**config.mk**
```make
export PLATFORM = sky130hd
export DESIGN_NAME = argmax_sequencer
export DESIGN_NICKNAME = d
export VERILOG_FILES = /design/src/rtl/argmax_sequencer.sv
export SDC_FILE = /design/constraint.sdc
export NUM_CORES = 1
export LEC_CHECK = 0
export BUFFER_PORTS_ARGS = -buffer_cell sky130_fd_sc_hd__buf_2
export CELL_PAD_IN_SITES_DETAIL_PLACEMENT = 1
export CELL_PAD_IN_SITES_GLOBAL_PLACEMENT = 1
export CORE_MARGIN = 2
export CORE_UTILIZATION = 30
export DETAILED_ROUTE_END_ITERATION = 10
export PLACE_DENSITY_LB_ADDON = 0.1
export SETUP_SLACK_MARGIN = 0.02
export SLEW_MARGIN = 10
export SYNTH_ARGS = -nofsm -noshare
export SYNTH_HDL_FRONTEND = slang
export SYNTH_SLANG_ARGS = --single-unit
```
**constraint.sdc**
```tcl
create_clock -name clock -period 6.2 [get_ports clock]
set_clock_uncertainty 0.15 [all_clocks]
set_input_delay 0.31 -clock clock [delete_from_list [all_inputs] [get_ports clock]]
set_output_delay 0.31 -clock clock [all_outputs]
set_load 0.02 [all_outputs]
```
**src/rtl/argmax_sequencer.sv**
```systemverilog
// argmax_sequencer
//   Sequential argmax over one frame of NUM_CLASSES signed scores. A frame
//   is captured through a valid/ready handshake and scanned one class per
//   cycle with a single comparator. The result (index, score, 7-segment
//   digit) is returned through a second valid/ready handshake.
//
// Ports
//   clock        rising-edge clock
//   reset        asynchronous active-high reset
//   in_valid     frame present on data
//   in_ready     block can accept a frame (IDLE)
//   data         packed scores, class k at [FFN_OUT_WIDTH*(k+1)-1 : FFN_OUT_WIDTH*k]
//   out_valid    result available (DONE)
//   out_ready    consumer accepts result
//   class_idx    winning class (lowest index on ties)
//   max_score    winning score
//   hex          active-low segments {g,f,e,d,c,b,a} showing class_idx
//   busy         high in SCAN or DONE
//   result_count results consumed, modulo 256
module argmax_sequencer #(
  parameter int FFN_OUT_WIDTH = 16,
  parameter int NUM_CLASSES   = 10,
  parameter int IDX_WIDTH     = 4
) (
  input  logic                                 clock,
  input  logic                                 reset,
  input  logic                                 in_valid,
  output logic                                 in_ready,
  input  logic [FFN_OUT_WIDTH*NUM_CLASSES-1:0] data,
  output logic                                 out_valid,
  input  logic                                 out_ready,
  output logic [IDX_WIDTH-1:0]                 class_idx,
  output logic signed [FFN_OUT_WIDTH-1:0]      max_score,
  output logic [6:0]                           hex,
  output logic                                 busy,
  output logic [7:0]                           result_count
);

  typedef enum logic [1:0] {IDLE, SCAN, DONE} state_t;

  localparam logic [IDX_WIDTH-1:0] LAST_IDX = IDX_WIDTH'(NUM_CLASSES - 1);
  localparam logic [6:0]           HEX_DASH = 7'b0111111;

  state_t state, state_next;

  logic signed [FFN_OUT_WIDTH-1:0] score_p0 [NUM_CLASSES];
  logic [IDX_WIDTH-1:0]            scan_idx_p1;
  logic [IDX_WIDTH-1:0]            best_idx_p1;
  logic signed [FFN_OUT_WIDTH-1:0] best_val_p1;

  logic signed [FFN_OUT_WIDTH-1:0] cand;
  logic                            take_cand;
  logic [IDX_WIDTH-1:0]            best_idx_nxt;
  logic signed [FFN_OUT_WIDTH-1:0] best_val_nxt;
  logic                            accept;
  logic                            last_step;
  logic                            consume;

  function automatic logic [6:0] seg_digit(input logic [IDX_WIDTH-1:0] idx);
    logic [6:0] seg;
    case (32'(idx))
      32'd0:   seg = 7'b1000000;
      32'd1:   seg = 7'b1111001;
      32'd2:   seg = 7'b0100100;
      32'd3:   seg = 7'b0110000;
      32'd4:   seg = 7'b0011001;
      32'd5:   seg = 7'b0010010;
      32'd6:   seg = 7'b0000010;
      32'd7:   seg = 7'b1111000;
      32'd8:   seg = 7'b0000000;
      32'd9:   seg = 7'b0011000;
      default: seg = 7'b0000110;
    endcase
    return seg;
  endfunction

  // Shared comparator: strict greater-than keeps the lowest index on ties.
  always_comb begin
    cand         = score_p0[scan_idx_p1];
    take_cand    = cand > best_val_p1;
    best_idx_nxt = take_cand ? scan_idx_p1 : best_idx_p1;
    best_val_nxt = take_cand ? cand : best_val_p1;
  end

  always_ff @(posedge clock or posedge reset) begin
    if (reset) state <= IDLE;
    else       state <= state_next;
  end

  always_comb begin
    state_next = state;
    in_ready   = 1'b0;
    out_valid  = 1'b0;
    busy       = 1'b1;
    accept     = 1'b0;
    last_step  = 1'b0;
    consume    = 1'b0;
    unique case (state)
      IDLE: begin
        in_ready = 1'b1;
        busy     = 1'b0;
        accept   = in_valid;
        if (in_valid) state_next = SCAN;
      end
      SCAN: begin
        last_step = (scan_idx_p1 == LAST_IDX);
        if (last_step) state_next = DONE;
      end
      DONE: begin
        out_valid = 1'b1;
        consume   = out_ready;
        if (out_ready) state_next = IDLE;
      end
      default: state_next = IDLE;
    endcase
  end

  // Stage p0/p1: frame capture and running best (datapath, no reset; every
  // field is reloaded on accept before it is used).
  always_ff @(posedge clock) begin
    if (accept) begin
      for (int k = 0; k < NUM_CLASSES; k++)
        score_p0[k] <= $signed(data[FFN_OUT_WIDTH*k +: FFN_OUT_WIDTH]);
      best_idx_p1 <= '0;
      best_val_p1 <= $signed(data[FFN_OUT_WIDTH-1:0]);
      scan_idx_p1 <= IDX_WIDTH'(1);
    end else if (state == SCAN) begin
      best_idx_p1 <= best_idx_nxt;
      best_val_p1 <= best_val_nxt;
      scan_idx_p1 <= scan_idx_p1 + IDX_WIDTH'(1);
    end
  end

  // Result stage: loaded on the DONE-entry edge, held until the next one.
  always_ff @(posedge clock or posedge reset) begin
    if (reset) begin
      class_idx    <= '0;
      max_score    <= '0;
      hex          <= HEX_DASH;
      result_count <= '0;
    end else begin
      if (last_step) begin
        class_idx <= best_idx_nxt;
        max_score <= best_val_nxt;
        hex       <= seg_digit(best_idx_nxt);
      end
      if (consume) result_count <= result_count + 8'd1;
    end
  end

endmodule

```
==> results of run 1 <==
[per-stage QoR]
step / area (um2) / worst slack (ns) / utilization / total power, mW
final: 13400 / 1.19 / 0.428 / 6.85
after global routing: 13400 / 0.692 / 0.428 / 7.37
after CTS: 13400 / 1.11 / 0.428 / 6.96
after detailed placement: 10900 / 1.14 / 0.349 / 5.33
after global placement: 10900 / 1.21 / 0.349 / 5.27
after floorplan: 9530 / 0.206 / - / 4.55
[area by class of cell]
| cell class | count | share of cell area |
|---|---|---|
| clock buffers | 36 | 0.0535 |
| flip-flops and latches | 225 | 0.481 |
| well taps | 402 | 0.0374 |
| repair buffers | 375 | 0.204 |
| multi-input cells | 308 | 0.208 |
| inverters | 26 | 0.00726 |
| clock inverters | 14 | 0.00986 |
[registers in the layout, indices dropped and copies added, names as in the netlist, named ones only]
name          cells
state             2
best_idx_p1       4
max_score        16
best_val_p1      16
result_count      8
class_idx         4
scan_idx_p1       4
score_p0        160
hex               7
[worst min path at each step]
| stage | to | slack [ns] | cells past startpoint |
|---|---|---|---|
| global placement | result_count[7]$_DFFE_PP0P_ | 0.31 | 1 |
| global route | best_idx_p1[1]$_SDFFE_PP0P_ | 0.28 | 3 |
| detailed placement | hex[6]$_DFFE_PP0P_ | 0.33 | 2 |
| finish | best_idx_p1[1]$_SDFFE_PP0P_ | 0.26 | 3 |
| CTS | score_p0[4][2]$_DFFE_PP_ | 0.29 | 2 |
| floorplan | score_p0[0][0]$_DFFE_PP_ | 0.26 | 0 |
[metal layers]
metal	GRT usage	share of wire
met1	0.215	0.44
met5	0	0
met3	0.0325	0.052
met4	0.0310	0.014
met2	0.284	0.49
[cell usage after synthesis, types with 3 or more instances]
master	count	area (um2)
nor4_1	5	31.3
nand2_1	15	56.3
a21oi_1	25	125
buf_2	10	50.1
inv_1	25	93.8
mux4_2	32	721
mux2i_1	20	200
nor3_1	4	20.0
nor2b_1	17	106
dfrtp_1	31	776
mux2_2	34	383
buf_6	5	56.3
nand3_1	4	20.0
xor2_1	3	26.3
edfxtp_1	176	5290
o22ai_1	4	25.0
nand2b_1	3	18.8
dfstp_2	6	158
a211oi_1	15	113
ha_1	23	288
nand4_1	6	37.5
xnor2_1	6	52.6
nor2_1	14	52.6
o21ai_1	35	175
buf_1	5	18.8
clkbuf_1	13	48.8
and2_1	3	18.8
dfxtp_1	12	240
o21ai_0	5	25.0
[kinds of logic after synthesis]
kind of cell | Yosys count | synth area share
compound gates | 107 | 0.0701
xor+xnor | 9 | 0.00827
fa+ha+maj | 23 | 0.0302
buf+inv | 60 | 0.0293
flops | 225 | 0.678
mux | 87 | 0.138
simple gates | 82 | 0.0462
[power breakdown]
group / internal [mW] / switching (mW)
registers: 2.13 / 0.326
clock network: 0.900 / 0.618
logic: 1.29 / 1.59
total: 4.31 / 2.53
[tightest hold or removal path, cell delays in order]
cell and delay (ns):
buf_2 0.10, and2_4 0.30, o22ai_1 0.18
[what timing repair did]
item	in CTS	in global routing
hold buffers	162	0
gates resized for setup	0	0
endpoints found under the hold margin	208	0
==> metrics, run 1 <==
status finished, final reports clean; CP Depth 18; post-layout minimum cycle time 5.01 ns; most frequent cells in the layout 201 x buf_2, 176 x edfxtp_1, 162 x dlygate4sd3_1; CP startpoint kind flip-flop; clk slew on worst S/H paths 0.06 ns; Worst-Margin Slew 0.907 ns; Post-synth EDFFs 176; DRT antenna net count 0; Final TNS setup 0 ns; max frequency 200 MHz; Placed Cells between 1000 and 1500; commonest non-fill, non-tap cell in the layout buf_2; Initial Util 0.304; FF-to-FF End hex[0]$_DFFE_PP1P_; CTS Buf Count 27; Worst Path Arrival roughly 5.3 ns; Synthesized Nets 780; pwr/cell area 509 nW/um2; core area around 31000 um2; Crit Path Max Fanout 33; register area share after synthesis 0.678; sequential cell area 6470 um2; DRC 0; share of layout cells above drive strength 1 0.341; flop2flop setup slack 1.19 ns; Total Wirelength 26800 um; Fill cells 3229; initial DRC count 203; footprint of the multi-input gates 2790 um2; H-tree depth 1; Max clock buf depth 3; WP buf/inv 4; setup bufs post-CTS 0; required time of the critical path 6.50 ns; vias per cell roughly 4.6; io pins between 200 and 250; Final Net Count about 1200; worst hold start in_valid; Total GRT Usage 0.164; area grow syn2layout 41.2%; final worst-path cycle share 0.807; antenna violations before repair 0; die area 33200 um2; clock root buffer clkbuf_16; row count 65; Synth cell types 57; Mapped Avg Cell Area around 16 um2; netlist area before placement approximately 9500 um2; critical path, cell by cell buf_4 -> mux4_2 -> nor2b_1 -> a211oi_1 -> a21oi_1 -> ha_1 -> nand4_1 -> nor3_1 -> a21oi_1 -> and2_1 -> or2_1 -> buf_4 -> a21oi_2 -> inv_1 -> ha_1 -> inv_1 -> nor4_1 -> a221o_1; diode count 0; R2R cell count 18; GPL Wtd Cong 0.766; number of global-route vias before repair roughly 7200; crit path kind flip-flop to flip-flop; Yosys warnings 0; post-synthesis cell count 593; delay-heaviest family, CP compound AO/OA/AOI/OAI gates; Async SR Flop Fraction 0.164; die height 182 um; Hold WS 0.259 ns; max cap viols 0; final std cells w/o fill roughly 1400; CTS tree yes; Slowest cell on crit path dfxtp_4; First-pass DRT Iterations 6; RSZ-0062 raised after global routing no; WL per Instance 19.3 um; largest net degree at the start of global routing 86; GRT overflow 0; Max stage delay on crit path 0.81 ns; CP endpoint hex[0]$_DFFE_PP1P_; maximum VDD drop 0.222 mV; CP Capture Type flip-flop; Post-synth top flop edfxtp_1; slew margin rel. 0.394; Die X between 150 and 200 um; # port buffers ~200; via count roughly 6400; hpwl dp 16700 um; min-delay worst type input pin to flip-flop; worst skew pair latency between 0.5 and 0.6 ns; clock sinks 225; Synth Register Bits 225; global-route wire length before repair roughly 42000 um; Slew Limit Fails 0; Hold Violations, Final 0; Setup violations, final 0; Leak Pwr 5.33 nW
(Power assumes the default switching activity.)
==> run 2: changes to the inputs <==
==> constraint.sdc (replaced) <==
create_clock -name clock -period 4.5 [get_ports clock]
set_clock_uncertainty 0.15 [all_clocks]
set_input_delay 0.225 -clock clock [delete_from_list [all_inputs] [get_ports clock]]
set_output_delay 0.225 -clock clock [all_outputs]
set_load 0.02 [all_outputs]
==> run 2 against run 1 <==
Net effect:
- setup slack got worse by 1.0 ns
- worst hold slack got worse by 0.0092 ns
- total power increased by 47%
- largest cell class unchanged
- first-iteration DRC count increased by 100%
- fmax increased by 16%
- register-to-register slack got worse by 1.0 ns
- count of clock-buffer cells in the layout increased by 2
- global-route usage decreased by 0.38 points
==> metrics, run 2 (synthesized netlist as in run 1, its figures left out) <==
initial DRC count around 410; biggest registers after layout score_p0 (160), best_val_p1 (16), max_score (16); Final Net Count about 1200; Initial Util 0.304; Top reg by flops score_p0; Crit Path Max Fanout 5; Hold Violations, Final 0; M1 WL 12100 um; max reg flops 160; die area 33200 um2; pwr/cell area 729 nW/um2; DRC 0; Total Wirelength approximately 27000 um; number of global-route vias before repair 7180; post-layout minimum cycle time 4.31 ns; GRT overflow 0; H-tree depth 1; Hold WS 0.249 ns; Leak Pwr around 5.5 nW; clk slew on worst S/H paths 0.06 ns; flop2flop setup slack 0.19 ns; max cap viols 0; worst skew pair latency 0.53 ns; worst hold start data[81]; global-route wire length before repair approximately 41000 um; vias per cell 4.64; # port buffers 201; via count 6534; crit path kind flip-flop to flip-flop; slew margin rel. 0.382; row count 65; Met2 Wirelength 13000 um; Max Used Layer met4; hpwl dp 16800 um; Total GRT Usage 0.160; most frequent cells in the layout 201 x buf_2, 176 x edfxtp_1, 162 x dlygate4sd3_1; First-pass DRT Iterations 6; clock root buffer clkbuf_16; clock sinks ~230; Setup violations, final 0; CTS Buf Count 27; CP Capture Type flip-flop; share of layout cells above drive strength 1 0.365; CP startpoint kind flip-flop; Max clock buf depth 3; DR WL met3 1220 um; status finished, final reports clean; max frequency around 230 MHz; GPL Wtd Cong 0.739; io pins around 200; Final TNS setup 0 ns; final worst-path cycle share 0.957; R2R cell count 18; Slew Limit Fails 0; WL per Instance 19.0 um; CTS tree yes; hold path endpoint score_p0[5][1]$_DFFE_PP_; area grow syn2layout 45.0%; diode count 0; die height 182 um; Hold Path Stages 2; Worst-Margin Slew approximately 0.93 ns; FF-to-FF End hex[0]$_DFFE_PP1P_; required time of the critical path 4.80 ns; antenna violations before repair 1; DRT antenna net count 0; largest net degree at the start of global routing approximately 120; Worst Path Arrival 4.60 ns; maximum VDD drop 0.432 mV; commonest non-fill, non-tap cell in the layout buf_2; core area 31400 um2; min-delay worst type input pin to flip-flop; Die X about 180 um
## run 2: worst max-delay path by stage
| stage | startpoint | to | slack, ns |
|---|---|---|---|
| detailed placement | flip-flop | hex[4]$_DFFE_PP1P_ | 0.02 |
| CTS | flip-flop | hex[0]$_DFFE_PP1P_ | 0.01 |
| floorplan | state[1]$_DFFE_PP0P_ | best_val_p1[11]$_DFFE_PP_ | 0.21 |
| finish | flip-flop | hex[0]$_DFFE_PP1P_ | 0.19 |
| global route | flip-flop | hex[0]$_DFFE_PP1P_ | -0.0006 |
| global placement | flip-flop | hex[4]$_DFFE_PP1P_ | 0.12 |
## run 2: worst max-delay path, stage by stage, from the launching register on
cell and delay (ns):
dfxtp_4 0.44, buf_12 0.15, mux4_2 0.48, nor2b_1 0.15, a211oi_2 0.21, a21oi_1 0.09, ha_1 0.36, a211o_1 0.31
o211ai_2 0.07, a21oi_1 0.12, o211a_1 0.26, or2_4 0.26, buf_4 0.16, a21oi_4 0.19, inv_1 0.10, ha_1 0.26
inv_1 0.07, nor4_1 0.05, a221o_1 0.35
## run 2: what timing repair did
item	4_1_cts	5_1_grt
pin swaps	0	5
gates resized for setup	1	17
endpoints found under the setup margin	1	7
setup buffers	0	15
gates cloned	0	2
hold endpoints to repair	208	0
hold buffers	162	0
## run 2: per-stage QoR
step | instance area (um2) | power, mW | setup slack [ns] | instances | util
6_report | 13800 | 10.1 | 0.192 | 1407 | 0.440
5_1_grt | 13800 | 10.8 | -0.000554 | 1407 | 0.440
4_1_cts | 13600 | 9.83 | 0.0142 | 1390 | 0.432
3_5_place_dp | 11100 | 7.48 | 0.0241 | 1180 | 0.352
3_3_place_gp | 11100 | 7.42 | 0.117 | 1180 | 0.352
2_1_floorplan | 9540 | 6.24 | 0.210 | 593 | -
## run 2: report_power, final
part	total (mW)	switching, mW	internal (mW)	leakage (nW)
registers	3.21	0.281	2.93	2.20
logic	4.67	2.56	2.11	2.87
clock network	2.19	0.839	1.35	0.428
total	10.1	3.68	6.39	5.50
## run 2: layout make-up
class	count	area, um2
Fill cell	3230	17600
Sequential cell	225	6470
Timing Repair Buffer	398	3000
Multi-Input combinational cell	308	2870
Clock buffer	38	727
Tap cell	402	503
Clock inverter	10	151
Inverter	26	97.6
## run 2: metal layers
metal  up-vias  global-route usage
met3        35              0.0297
met1      3248               0.216
li1       3094                   -
met2       157               0.270
met4         0              0.0348
met5         -                   0
